**config.mk**
```make
export PLATFORM = sky130hd
export DESIGN_NAME = bcp_mem_arbiter
export DESIGN_NICKNAME = d
export VERILOG_FILES = /design/src/rtl/bcp_mem_arbiter.sv
export SDC_FILE = /design/constraint.sdc
export NUM_CORES = 1
export LEC_CHECK = 0
export BUFFER_PORTS_ARGS = -buffer_cell sky130_fd_sc_hd__buf_2
export CAP_MARGIN = 20
export CORE_MARGIN = 3
export CORE_UTILIZATION = 52
export CTS_CLUSTER_DIAMETER = 80
export DETAILED_ROUTE_END_ITERATION = 8
export GPL_TIMING_DRIVEN = 0
export PLACE_DENSITY_LB_ADDON = 0.08
export SLEW_MARGIN = 20
export SYNTH_ARGS = -nofsm -noshare
export SYNTH_HDL_FRONTEND = slang
export SYNTH_SLANG_ARGS = --single-unit
```
**constraint.sdc**
```tcl
create_clock -name clock_i -period 3.3 [get_ports clock_i]
set_input_delay 0.66 -clock clock_i [delete_from_list [all_inputs] [get_ports clock_i]]
set_output_delay 0.66 -clock clock_i [all_outputs]
set_load 0.02 [all_outputs]
```
**src/rtl/bcp_mem_arbiter.sv**
```systemverilog
// -----------------------------------------------------------------------------
// bcp_mem_arbiter
//
// Round-robin arbiter that shares one variable-table memory port between
// several requesters (0 = BCP, 1 = conflict analysis, 2 = select_var). A winner
// is picked in IDLE. Its command is latched and replayed on the memory port
// during ACCESS. A one-cycle RELEASE gap then returns the block to IDLE. An
// 8-bit watchdog ends an ACCESS that never sees mem_finish and raises a sticky
// error flag. Every output comes from a register.
//
// Handshake: a requester raises req_i[i] (a level) and holds it, together with
// its write/address/wdata slices, until done_o[i] pulses for one cycle. Grant
// and done are never high in the same cycle. On the memory side, mem_request_o
// stays high for the whole transaction. The memory answers with a single-cycle
// mem_finish_i, and mem_rdata_i is valid in that same cycle.
//
// Ports
//   clock_i          clock, all logic on posedge
//   reset_i          synchronous reset, active low
//   req_i            per-requester request level
//   req_write_i      per-requester direction (1 = write)
//   req_address_i    per-requester address, slice i for requester i
//   req_wdata_i      per-requester write data, slice i for requester i
//   grant_o          one-hot owner of the memory port
//   done_o           one-cycle completion pulse to the owner
//   rdata_o          read data, valid while done_o is high (held otherwise)
//   mem_request_o    memory transaction in flight
//   mem_read_o       memory read strobe
//   mem_write_o      memory write strobe
//   mem_address_o    memory address
//   mem_wdata_o      memory write data
//   mem_rdata_i      memory read data, valid with mem_finish_i
//   mem_finish_i     memory access complete pulse
//   busy_o           high whenever the FSM is not in IDLE
//   timeout_error_o  sticky watchdog-expiry flag, cleared only by reset
//   state_o          current FSM state (debug)
// -----------------------------------------------------------------------------
module bcp_mem_arbiter #(
  parameter int num_req                = 3,
  parameter int var_table_address_size = 3,
  parameter int data_width             = 8,
  parameter int timeout_cycles         = 15
) (
  input  logic                                      clock_i,
  input  logic                                      reset_i,
  input  logic [num_req-1:0]                        req_i,
  input  logic [num_req-1:0]                        req_write_i,
  input  logic [num_req*var_table_address_size-1:0] req_address_i,
  input  logic [num_req*data_width-1:0]             req_wdata_i,
  output logic [num_req-1:0]                        grant_o,
  output logic [num_req-1:0]                        done_o,
  output logic [data_width-1:0]                     rdata_o,
  output logic                                      mem_request_o,
  output logic                                      mem_read_o,
  output logic                                      mem_write_o,
  output logic [var_table_address_size-1:0]         mem_address_o,
  output logic [data_width-1:0]                     mem_wdata_o,
  input  logic [data_width-1:0]                     mem_rdata_i,
  input  logic                                      mem_finish_i,
  output logic                                      busy_o,
  output logic                                      timeout_error_o,
  output logic [1:0]                                state_o
);

  localparam int AW = var_table_address_size;
  localparam int DW = data_width;
  localparam int PW = (num_req > 1) ? $clog2(num_req) : 1;

  typedef enum logic [1:0] {
    S_IDLE    = 2'd0,
    S_ACCESS  = 2'd1,
    S_RELEASE = 2'd2
  } state_e;

  state_e             state_q, state_d;
  logic [PW-1:0]      rr_ptr_q, rr_ptr_d;
  logic [7:0]         wd_q, wd_d;
  logic [num_req-1:0] grant_q, grant_d;
  logic [num_req-1:0] done_q, done_d;
  logic [DW-1:0]      rdata_q, rdata_d;
  logic               mem_request_q, mem_request_d;
  logic               mem_read_q, mem_read_d;
  logic               mem_write_q, mem_write_d;
  logic [AW-1:0]      mem_address_q, mem_address_d;
  logic [DW-1:0]      mem_wdata_q, mem_wdata_d;
  logic               busy_q, busy_d;
  logic               timeout_error_q, timeout_error_d;

  // Arbitration results, valid while in IDLE.
  logic               win_found;
  logic [PW-1:0]      winner;
  logic [PW:0]        arb_sum;
  logic [PW-1:0]      arb_sel;
  logic [num_req-1:0] win_onehot;
  logic               win_write;
  logic [AW-1:0]      win_addr;
  logic [DW-1:0]      win_wdata;
  logic               wd_expire;

  // Search upward from rr_ptr with wrap. The first set request wins.
  always_comb begin
    win_found = 1'b0;
    winner    = '0;
    arb_sum   = '0;
    arb_sel   = '0;
    for (int k = 0; k < num_req; k++) begin
      arb_sum = {1'b0, rr_ptr_q} + (PW+1)'(k);
      if (arb_sum >= (PW+1)'(num_req)) begin
        arb_sum = arb_sum - (PW+1)'(num_req);
      end
      arb_sel = arb_sum[PW-1:0];
      if (!win_found && req_i[arb_sel]) begin
        win_found = 1'b1;
        winner    = arb_sel;
      end
    end
  end

  // Pull out the winner's command slices using constant part-selects.
  always_comb begin
    win_onehot = '0;
    win_write  = 1'b0;
    win_addr   = '0;
    win_wdata  = '0;
    for (int i = 0; i < num_req; i++) begin
      if (winner == PW'(i)) begin
        win_onehot[i] = 1'b1;
        win_write     = req_write_i[i];
        win_addr      = req_address_i[i*AW +: AW];
        win_wdata     = req_wdata_i[i*DW +: DW];
      end
    end
  end

  // wd_q counts completed ACCESS cycles. It expires in the cycle that would
  // bring the count to timeout_cycles. A mem_finish in that same cycle takes
  // priority over the expiry.
  assign wd_expire = ({1'b0, wd_q} + 9'd1) == 9'(timeout_cycles);

  // State register and all output registers.
  always_ff @(posedge clock_i) begin
    if (!reset_i) begin
      state_q         <= S_IDLE;
      rr_ptr_q        <= '0;
      wd_q            <= '0;
      grant_q         <= '0;
      done_q          <= '0;
      rdata_q         <= '0;
      mem_request_q   <= 1'b0;
      mem_read_q      <= 1'b0;
      mem_write_q     <= 1'b0;
      mem_address_q   <= '0;
      mem_wdata_q     <= '0;
      busy_q          <= 1'b0;
      timeout_error_q <= 1'b0;
    end else begin
      state_q         <= state_d;
      rr_ptr_q        <= rr_ptr_d;
      wd_q            <= wd_d;
      grant_q         <= grant_d;
      done_q          <= done_d;
      rdata_q         <= rdata_d;
      mem_request_q   <= mem_request_d;
      mem_read_q      <= mem_read_d;
      mem_write_q     <= mem_write_d;
      mem_address_q   <= mem_address_d;
      mem_wdata_q     <= mem_wdata_d;
      busy_q          <= busy_d;
      timeout_error_q <= timeout_error_d;
    end
  end

  // Next-state logic.
  always_comb begin
    state_d = state_q;
    case (state_q)
      S_IDLE:    if (win_found) state_d = S_ACCESS;
      S_ACCESS:  if (mem_finish_i || wd_expire) state_d = S_RELEASE;
      S_RELEASE: state_d = S_IDLE;
      default:   state_d = S_IDLE;
    endcase
  end

  // Output logic. It computes the next value of every registered output.
  always_comb begin
    grant_d         = grant_q;
    done_d          = '0;
    rdata_d         = rdata_q;
    mem_request_d   = mem_request_q;
    mem_read_d      = mem_read_q;
    mem_write_d     = mem_write_q;
    mem_address_d   = mem_address_q;
    mem_wdata_d     = mem_wdata_q;
    timeout_error_d = timeout_error_q;
    rr_ptr_d        = rr_ptr_q;
    wd_d            = wd_q;
    busy_d          = (state_d != S_IDLE);
    case (state_q)
      S_IDLE: begin
        grant_d       = '0;
        mem_request_d = 1'b0;
        mem_read_d    = 1'b0;
        mem_write_d   = 1'b0;
        if (win_found) begin
          grant_d       = win_onehot;
          mem_request_d = 1'b1;
          mem_read_d    = !win_write;
          mem_write_d   = win_write;
          mem_address_d = win_addr;
          mem_wdata_d   = win_wdata;
          rr_ptr_d      = (winner == PW'(num_req - 1)) ? '0 : winner + PW'(1);
          wd_d          = '0;
        end
      end
      S_ACCESS: begin
        if (mem_finish_i || wd_expire) begin
          done_d        = grant_q;
          grant_d       = '0;
          mem_request_d = 1'b0;
          mem_read_d    = 1'b0;
          mem_write_d   = 1'b0;
          if (mem_finish_i) begin
            // mem_read_q holds the latched direction for the whole ACCESS.
            if (mem_read_q) rdata_d = mem_rdata_i;
          end else begin
            timeout_error_d = 1'b1;
          end
        end else begin
          wd_d = wd_q + 8'd1;
        end
      end
      default: begin
        grant_d       = '0;
        mem_request_d = 1'b0;
        mem_read_d    = 1'b0;
        mem_write_d   = 1'b0;
      end
    endcase
  end

  assign grant_o         = grant_q;
  assign done_o          = done_q;
  assign rdata_o         = rdata_q;
  assign mem_request_o   = mem_request_q;
  assign mem_read_o      = mem_read_q;
  assign mem_write_o     = mem_write_q;
  assign mem_address_o   = mem_address_q;
  assign mem_wdata_o     = mem_wdata_q;
  assign busy_o          = busy_q;
  assign timeout_error_o = timeout_error_q;
  assign state_o         = state_q;

endmodule
```
==> results of run 1 <==
==> cell type report <==
| type | instances | area [µm²] | share of cell area [%] |
|---|---|---|---|
| tap | 48 | 60.06 | 2.288 |
| inverter | 4 | 15.01 | 0.5720 |
| sequential | 42 | 840.8 | 32.03 |
| multi-input combinational | 174 | 1161 | 44.23 |
| buffer | 14 | 68.82 | 2.622 |
| clock buffer | 5 | 68.82 | 2.622 |
| timing repair buffer | 80 | 400.4 | 15.25 |
| clock inverter | 2 | 10.01 | 0.3813 |
==> metrics by stage <==
| step | std cells | worst slack, ns |
|---|---|---|
| global route | 369 | 0.5500 |
| detailed placement | 362 | 0.7650 |
| CTS | 369 | 0.7814 |
| floorplan | 234 | 1.182 |
| finish | 369 | 0.8316 |
| global placement | 362 | 0.8056 |
==> cells in the mapped netlist (all sizes together) (3+ instances only) <==
| library cell | count | share of area (%) |
|---|---|---|
| and2 | 5 | 1.5 |
| clkbuf | 11 | 2.0 |
| o221ai | 10 | 4.2 |
| and3 | 7 | 2.1 |
| o21ai | 8 | 2.5 |
| a31oi | 6 | 1.8 |
| a21boi | 14 | 5.0 |
| nor2 | 7 | 1.3 |
| nand2 | 26 | 4.7 |
| nand2b | 3 | 0.90 |
| nand3b | 5 | 1.8 |
| a21oi | 6 | 1.4 |
| ha | 6 | 3.6 |
| nor2b | 4 | 1.2 |
| buf | 3 | 1.3 |
| inv | 4 | 0.72 |
| nand3 | 23 | 5.5 |
| o21a | 8 | 2.9 |
| dfxtp | 42 | 40 |
| mux2i | 15 | 7.2 |
| o22ai | 3 | 1.2 |
| or2 | 3 | 0.90 |
==> how the worst max path moves through the flow <==
stage / from / endpoint / slack [ns]
2_1_floorplan: rr_ptr_q[0]$_SDFFE_PN0P_ / mem_address_o[1]$_SDFFE_PN0P_ / 1.18
3_3_place_gp: req_i[1] / mem_address_o[2]$_SDFFE_PN0P_ / 0.81
3_5_place_dp: req_i[1] / mem_wdata_o[3]$_SDFFE_PN0P_ / 0.76
4_1_cts: rr_ptr_q[0]$_SDFFE_PN0P_ / mem_wdata_o[5]$_SDFFE_PN0P_ / 0.78
5_1_grt: rr_ptr_q[0]$_SDFFE_PN0P_ / mem_address_o[2]$_SDFFE_PN0P_ / 0.55
6_report: rr_ptr_q[0]$_SDFFE_PN0P_ / mem_address_o[2]$_SDFFE_PN0P_ / 0.83
==> registers in the layout, summed over array words and instances, names as in the netlist <==
register and cells:
mem_wdata_o 8, rdata_o 8, wd_q 8, done_o 3, grant_o 3, mem_address_o 3, rr_ptr_q 2, state_o 2
busy_o 1, mem_read_o 1, mem_request_o 1, mem_write_o 1, timeout_error_o 1
==> worst max-delay path, stage by stage (launching register included) <==
cell	delay (ns)
dfxtp_1	0.38
inv_1	0.08
ha_1	0.40
nand3b_1	0.15
o21ai_2	0.10
o31ai_2	0.64
clkbuf_1	0.41
nand3_1	0.14
o221ai_1	0.09
==> power breakdown <==
part | switching [mW] | internal (mW)
Combinational | 0.674 | 0.452
Clock | 0.169 | 0.142
Sequential | 0.0664 | 0.617
==> cells by family after synthesis <==
logic type                 count (synthesis)
adders and majority gates                  6
AOI/OAI and AO/OA                         64
DFF                                       42
muxes                                     15
and+or+nand+nor                           88
xor gates and xnor gates                   1
buffers and inverters                     18
==> metal layers <==
metal / share of wire (%) / routed length (µm) / global-route usage, % / up-vias
met5: 0 / 0 / 0 / -
met4: 0.57 / 28 / 5.423 / 0
met3: 5.7 / 276 / 4.928 / 4
met2: 45 / 2207 / 33.26 / 70
met1: 48 / 2362 / 26.73 / 887
li1: - / - / - / 1030
==> out/results.ini, run 1 <==
[job]
cap_violations = 0

[drt]
vias_per_cell = 5.396
vias = 1991
wl_per_cell_um = 13.21
drc = 0
first_pass_iters = 4
drtAntennaViolNets = 0
wl_um = 4875
drt_iter0_drc = 102

[die]
initial_core_util_pct = 55.31
ios = 82
row_count = 22
core_area_mm2 = 0.003771
die_x_um = 69.33
die_h_um = 69.33
dieArea_mm2 = 0.004807

[cts]
path_clk_slew_ns = 0.08
cts_htree_levels = 2
cts_sinks = 42
post-cts-setup-buffer-count = 0
cts_resized = 0
cts_buffers = 5
clockBufferDepth = 2
cts_tree = done
clk_latency_ns = 0.29
postCtsHoldBufs = 0
cts_root_buf = clkbuf_8

[place]
place.port_buffers = 80
dpl_cell_area_mm2 = 0.002546
dpl.hpwl_um = 3689
gp_congestion = 0.7806

[outcome]
status = complete, no violations

[power]
peakVddDrop_v = 0.0006148
leakage_nw = 1.152
design_power_total_mw = 2.121
power-per-cell-area_mw_per_mm2 = 807.8

[worst_setup_path]
r2r-end = mem_address_o[2]$_SDFFE_PN0P_
reg2reg_from = rr_ptr_q[0]$_SDFFE_PN0P_
critPathKind = reg -> reg
worstPathMaxFanout = 10
regToRegSetupSlack_ns = 0.83
worst_r2r_path_depth = 8
worst_ep_arrival_time_ns = 2.68
critPathRequiredTime_ns = 3.51
end_kind = register
worstSetupStartpointType = register

[finish]
fillers = 318
stdcell_area_mm2 = 0.002625
final_common_cell = buf_2
syn_to_final_growth_pct = 25.85
insertedDiodeCount = 0
postLayoutCoreUtil_pct = 69.61
fin_nets = 377
drive_gt1_share_pct = 30.84
layout_common_cells = buf_2, dfxtp_1, nand2_1

[hold_path]
min_from = rdata_o[1]$_SDFFE_PN0P_
hp-class = reg -> reg
min_to = rdata_o[1]$_SDFFE_PN0P_
whs_path_depth = 2

[synth]
synth_top_family_by_area = compound AO/OA/AOI/OAI gates
syn_area_per_cell_um2 = 8.913
synth-compound-area-share_pct = 22.86
postSynthCellCount = 234
syn_area_mm2 = 0.002086
syn_nets = 290
synth_xor_xnor_area_share_pct = 0.4199
synthMuxAreaShare_pct = 7.199
synthAdderAreaFrac_pct = 3.599
synthFlopType = dfxtp_1
yosysSeqAreaShare_pct = 40.31
synth-simple-area-share_pct = 21.60
async_flop_share_pct = 0
synth-seq-cells = 42
synth-warning-count = 0
synth_edf_count = 0
ys_types = 40

[timing]
fin_skew_ns = 0.004685
final_hold_viol_count = 0
drv_slew = 0
fmax_mhz = 405.1
maxSlewHeadroom_pct = 53.59
rsz0062_at_grt = false
min_period_over_period_pct = 74.80
worst_slew_pin_slew_ns = 0.6919
setup_viol = 0
hold_ws_ns = 0.4617
min_period_ns = 2.468
setup_tns_ns = 0

[grt]
grt_pass1_wl_um = 8190
grt_usage_pct = 20.33
antenna_found_initial = 0
grt_pass1_vias = 1824
grt-ovfl-total = 0
grt_max_degree = 13

(Power assumes the default switching activity.)
==> run 2, diff against run 1 <==
--- a/config.mk
+++ b/config.mk
@@ -8,7 +8,7 @@
 export BUFFER_PORTS_ARGS = -buffer_cell sky130_fd_sc_hd__buf_2
 export CAP_MARGIN = 20
 export CORE_MARGIN = 3
-export CORE_UTILIZATION = 52
+export CORE_UTILIZATION = 48
 export CTS_CLUSTER_DIAMETER = 80
 export DETAILED_ROUTE_END_ITERATION = 8
 export GPL_TIMING_DRIVEN = 0
==> constraint.sdc (replaced) <==
create_clock -name clock_i -period 2.54 [get_ports clock_i]
set_input_delay 0.508 -clock clock_i [delete_from_list [all_inputs] [get_ports clock_i]]
set_output_delay 0.508 -clock clock_i [all_outputs]
set_load 0.02 [all_outputs]
==> out/results.ini, run 2 (synthesis gave the netlist of run 1 again) <==
[outcome]
status = complete, no violations  ; unchanged

[worst_setup_path]
worstPathMaxFanout = 10  ; unchanged
critPathRequiredTime_ns = 2.72  ; was 3.51 ns
worst_ep_arrival_time_ns = 2.50  ; was 2.68 ns
critPathKind = reg -> reg  ; unchanged
end_kind = register  ; unchanged
worstSetupStartpointType = register  ; unchanged

[timing]
setup_viol = 0  ; unchanged
rsz0062_at_grt = false  ; unchanged
fin_skew_ns = 0.004243  ; was 0.004685 ns
min_period_ns = 2.316  ; was 2.468 ns
fmax_mhz = 431.7  ; was 405.1 MHz
worst_slew_pin_slew_ns = 0.5168  ; was 0.6919 ns
final_hold_viol_count = 0  ; unchanged
drv_slew = 0  ; unchanged
min_period_over_period_pct = 91.19  ; was 74.80%
maxSlewHeadroom_pct = 65.54  ; was 53.59%

[grt]
grt_pass1_vias = 1924  ; was 1,824
antenna_found_initial = 0  ; unchanged
grt_usage_pct = 21.91  ; was 20.33%
grt_max_degree = 14  ; was 13
grt_pass1_wl_um = 8894  ; was 8190 µm
grt-ovfl-total = 0  ; unchanged

[cts]
path_clk_slew_ns = 0.08  ; about the same
cts_buffers = 5  ; unchanged
clk_latency_ns = 0.30  ; was 0.29 ns
cts_tree = done  ; unchanged
post-cts-setup-buffer-count = 0  ; unchanged
cts_resized = 1  ; was 0
postCtsHoldBufs = 0  ; unchanged
cts_sinks = 42  ; unchanged
clockBufferDepth = 2  ; unchanged
cts_htree_levels = 2  ; unchanged
cts_root_buf = clkbuf_8  ; unchanged

[drt]
wl_per_cell_um = 14.30  ; was 13.21 µm
drc = 0  ; unchanged
drt_iter0_drc = 105  ; was 102
wl_um = 5318  ; was 4875 µm
drtAntennaViolNets = 0  ; unchanged
vias_per_cell = 5.473  ; was 5.396
first_pass_iters = 4  ; unchanged
vias = 2036  ; was 1,991

[finish]
layout_common_cells = buf_2, dfxtp_1, nand2_1  ; unchanged
fillers = 362  ; was 318
postLayoutCoreUtil_pct = 65.37  ; was 69.61%
fin_nets = 377  ; unchanged
drive_gt1_share_pct = 31.99  ; was 30.84%
final_common_cell = buf_2  ; unchanged
insertedDiodeCount = 0  ; unchanged
syn_to_final_growth_pct = 28.07  ; was 25.85%
finalNonFillerCells = 372  ; was 369

[place]
dpl.hpwl_um = 3939  ; was 3689 µm
gp_congestion = 0.7886  ; was 0.7806
dp.cells = 364  ; was 362
place.port_buffers = 80  ; unchanged

[hold_path]
hp-class = in -> reg  ; was reg -> reg

[power]
power-per-cell-area_mw_per_mm2 = 1096  ; was 807.8 mW/mm²
leakage_nw = 1.172  ; was 1.152 nW
peakVddDrop_v = 0.0006641  ; was 0.0006148 V
design_power_total_mw = 2.927  ; was 2.121 mW

[die]
dieArea_mm2 = 0.005172  ; was 0.004807 mm²
row_count = 23  ; was 22
ios = 82  ; unchanged
initial_core_util_pct = 51.04  ; was 55.31%
die_h_um = 71.92  ; was 69.33 µm
die_x_um = 71.92  ; was 69.33 µm
core_area_mm2 = 0.004086  ; was 0.003771 mm²

[job]
cap_violations = 0  ; unchanged

## run 2: final cells by class
| class | instances | area [µm²] | area share [%] |
|---|---|---|---|
| multi-input cells | 174 | 1172 | 43.89 |
| repair buffers | 80 | 400.4 | 14.99 |
| clock inverters | 3 | 40.04 | 1.499 |
| inverters | 4 | 15.01 | 0.5621 |
| plain buffers | 14 | 71.32 | 2.670 |
| flip-flops and latches | 42 | 840.8 | 31.48 |
| clock buffers | 5 | 68.82 | 2.576 |
| well taps | 50 | 62.56 | 2.342 |
## run 2: power by group
part	total [mW]	switching, mW	internal [mW]
Clock	0.523	0.234	0.289
Sequential	0.884	0.0833	0.801
Combinational	1.52	0.913	0.607
## run 2: worst max-delay path, stage by stage, from the launching register on
cell and delay [ns]:
dfxtp_1 0.40, inv_1 0.08, ha_2 0.40, nand3b_1 0.12, o21ai_2 0.13, nor2_1 0.09
o31a_1 0.29, buf_6 0.14, buf_6 0.15, a221oi_1 0.29, o22ai_1 0.11
## run 2: final timing paths
kind,startpoint,to,slack [ns],cells after the start
setup / recovery,rr_ptr_q[0]$_SDFFE_PN0P_,mem_address_o[1]$_SDFFE_PN0P_,0.22,10
hold / removal,mem_rdata_i[4],rdata_o[4]$_SDFFE_PN0P_,0.45,3
setup reg to reg,rr_ptr_q[0]$_SDFFE_PN0P_,mem_address_o[1]$_SDFFE_PN0P_,0.22,10
hold reg to reg,rdata_o[6]$_SDFFE_PN0P_,rdata_o[6]$_SDFFE_PN0P_,0.47,2
## run 2: through the flow
step	cell area (µm²)	worst slack, ns	TNS, ns	hold WS, ns
floorplan	2086	0.4224	0	0.4389
global placement	2549	-0.02711	-0.02711	0.4484
detailed placement	2549	-0.04218	-0.04597	0.4612
CTS	2666	0.05735	0	0.4465
global route	2671	0.005649	0	0.4636
finish	2671	0.2237	0	0.4546
## run 2: routing by layer
metal	wire, µm	global-route usage [%]	up-vias
li1	-	-	1032
met1	2361	27.99	939
met2	2551	34.69	56
met3	300	5.956	9
met4	104	9.812	0
met5	0	0	-
==> run 3, diff against run 2 <==
--- a/config.mk
+++ b/config.mk
@@ -13,6 +13,7 @@
 export DETAILED_ROUTE_END_ITERATION = 8
 export GPL_TIMING_DRIVEN = 0
 export PLACE_DENSITY_LB_ADDON = 0.08
+export RECOVER_POWER = 50
 export SLEW_MARGIN = 20
 export SYNTH_ARGS = -nofsm -noshare
 export SYNTH_HDL_FRONTEND = slang
==> out/results.ini, run 3 (synthesis gave the netlist of run 1 again) <==
[finish]
layout_common_cells = buf_2, dfxtp_1, clkbuf_1  ; was buf_2, dfxtp_1, nand2_1
fin_nets = 377  ; unchanged
drive_gt1_share_pct = 22.05  ; was 31.99%
finalNonFillerCells = 372  ; unchanged
final_common_cell = buf_2  ; unchanged
insertedDiodeCount = 0  ; unchanged
syn_to_final_growth_pct = 26.15  ; was 28.07%

[power]
peakVddDrop_v = 0.0006573  ; was 0.0006641 V
power-per-cell-area_mw_per_mm2 = 1103  ; was 1096 mW/mm²
switching_share_pct = 42.63  ; was 42.02%
switching_power_mw = 1.238  ; was 1.230 mW
leakage_nw = 1.042  ; was 1.172 nW
p_int_mw = 1.666  ; was 1.697 mW
seqPwrFrac_pct = 30.6  ; was 30.2%
power_frac_clock_pct = 18.1  ; was 17.9%
comb_power_share_pct = 51.4  ; was 51.9%

[worst_setup_path]
startpoint = rr_ptr_q[0]$_SDFFE_PN0P_  ; unchanged
regToRegSetupSlack_ns = 0.23  ; was 0.22 ns
reg2reg_from = rr_ptr_q[0]$_SDFFE_PN0P_  ; unchanged
worst_ep_arrival_time_ns = 2.47  ; was 2.50 ns
crit_path_cell_trace = inv_1 > ha_2 > nand2_1 > o22ai_2 > nor2b_1 > o21ai_2 > or2_1 > buf_2 > o221ai_1  ; was inv_1 > ha_2 > nand3b_1 > o21ai_2 > nor2_1 > o31a_1 > buf_6 > buf_6 > a221oi_1 > o22ai_1
worst_r2r_path_depth = 9  ; was 10
worstPathMaxFanout = 10  ; unchanged
cp_slowest_cell = dfxtp_1  ; unchanged
crit_buf_inv = 2  ; was 3
worstSetupStartpointType = register  ; unchanged
endpoint = mem_wdata_o[2]$_SDFFE_PN0P_  ; was mem_address_o[1]$_SDFFE_PN0P_
end_kind = register  ; unchanged
path_depth = 9  ; was 10
critical-path-top-delay-family = compound AO/OA/AOI/OAI gates  ; unchanged
max_stage_delay_ns = 0.40  ; about the same
critPathKind = reg -> reg  ; unchanged
r2r-end = mem_wdata_o[2]$_SDFFE_PN0P_  ; was mem_address_o[1]$_SDFFE_PN0P_
critPathRequiredTime_ns = 2.70  ; was 2.72 ns

[drt]
wl_um = 5373  ; was 5318 µm
vias_per_cell = 5.497  ; was 5.473
vias = 2045  ; was 2,036
drtAntennaViolNets = 0  ; unchanged
drt_iter0_drc = 86  ; was 105
wl_per_cell_um = 14.44  ; was 14.30 µm
drc = 0  ; unchanged
first_pass_iters = 4  ; unchanged

[hold_path]
whs_path_depth = 3  ; unchanged
hp-class = in -> reg  ; unchanged

[grt]
grt_pass1_vias = 1924  ; unchanged
grt_pass1_wl_um = 8894  ; unchanged
antenna_found_initial = 0  ; unchanged
grt_usage_pct = 21.91  ; unchanged
grt_max_degree = 14  ; unchanged
grt-ovfl-total = 0  ; unchanged

[timing]
rsz0062_at_grt = false  ; unchanged
hold_ws_ns = 0.4550  ; was 0.4546 ns
final_hold_viol_count = 0  ; unchanged
setup_viol = 0  ; unchanged
maxSlewHeadroom_pct = 64.65  ; was 65.54%
min_period_over_period_pct = 91.00  ; was 91.19%
drv_slew = 0  ; unchanged
worst_slew_pin_slew_ns = 0.5302  ; was 0.5168 ns
fmax_mhz = 432.6  ; was 431.7 MHz
setup_slack_ns = 0.2286  ; was 0.2237 ns
fin_skew_ns = 0.003816  ; was 0.004243 ns
min_period_ns = 2.311  ; was 2.316 ns

[job]
cap_violations = 0  ; unchanged

[die]
ios = 82  ; unchanged
dieArea_mm2 = 0.005172  ; unchanged
die_h_um = 71.92  ; unchanged
core_area_mm2 = 0.004086  ; unchanged
initial_core_util_pct = 51.04  ; unchanged
die_x_um = 71.92  ; unchanged
row_count = 23  ; unchanged

[cts]
cts_sinks = 42  ; unchanged
postCtsHoldBufs = 0  ; unchanged
path_clk_slew_ns = 0.08  ; about the same
clockBufferDepth = 2  ; unchanged
cts_root_buf = clkbuf_8  ; unchanged
cts_tree = done  ; unchanged
cts_buffers = 5  ; unchanged
post-cts-setup-buffer-count = 0  ; unchanged
clk_latency_ns = 0.30  ; about the same
cts_htree_levels = 2  ; unchanged

[place]
gp_congestion = 0.7886  ; unchanged
dp.cells = 364  ; unchanged
dpl.hpwl_um = 3939  ; unchanged
place.port_buffers = 80  ; unchanged
pre_cts_ws_ns = -0.04218  ; unchanged

[outcome]
status = complete, no violations  ; unchanged

[run 3: cell types whose count changed in the layout (fill, tap and decap cells not counted), sizes merged]
| cell | delta |
|---|---|
| buf | -32 |
| clkbuf | +32 |
[run 3: worst min path at each step]
stage / start / to / slack, ns
2_1_floorplan: wd_q[7]$_SDFFE_PN0P_ / wd_q[7]$_SDFFE_PN0P_ / 0.44
5_1_grt: mem_rdata_i[7] / rdata_o[7]$_SDFFE_PN0P_ / 0.46
6_report: mem_rdata_i[4] / rdata_o[4]$_SDFFE_PN0P_ / 0.45
4_1_cts: mem_rdata_i[6] / rdata_o[6]$_SDFFE_PN0P_ / 0.45
3_5_place_dp: grant_o[0]$_SDFFE_PN0P_ / grant_o[0]$_SDFFE_PN0P_ / 0.46
3_3_place_gp: rdata_o[6]$_SDFFE_PN0P_ / rdata_o[6]$_SDFFE_PN0P_ / 0.45
[run 3: tightest hold or removal path: stages]
cell	delay, ns
buf_2	0.09
nand2_1	0.04
a21boi_0	0.06
[run 3: routing by layer]
| metal | up-vias | track usage, % | part of all wire, % |
|---|---|---|---|
| met3 | 9 | 5.956 | 6.7 |
| met2 | 65 | 34.69 | 47 |
| met4 | 0 | 9.812 | 1.9 |
| met5 | - | 0 | 0 |
| li1 | 1033 | - | - |
| met1 | 938 | 27.99 | 44 |
[run 3: through the flow]
stage	power, mW	util [%]	setup TNS, ns	instance area [µm²]
floorplan	1.986	-	0	2086
global placement	2.366	62.37	-0.02711	2549
detailed placement	2.388	62.37	-0.04597	2549
CTS	2.939	65.25	0	2666
global route	3.103	64.39	0	2631
finish	2.903	64.39	0	2631
[run 3: power groups by stage]
stage               clock network [mW]  registers [mW]  logic [mW]
floorplan                            0            1.03       0.954
global placement                     0           0.893        1.47
detailed placement                   0           0.896        1.49
CTS                              0.537           0.883        1.52
global route                     0.560           0.908        1.64
finish                           0.524           0.888        1.49
[run 3: cell type report]
class                           instances  area (µm²)
Inverter                                4       15.01
Tap cell                               50       62.56
Timing Repair Buffer                   80       360.3
Buffer                                 14       71.32
Clock buffer                            5       68.82
Multi-Input combinational cell        174        1172
Sequential cell                        42       840.8
Clock inverter                          3       40.04
Fill cell                             374        1455
[run 3: timing repair]
| action | 4_1_cts | 5_1_grt |
|---|---|---|
| pin swaps | 0 | 0 |
| endpoints found under the setup margin | 10 | 12 |
| resized for setup | 1 | 5 |
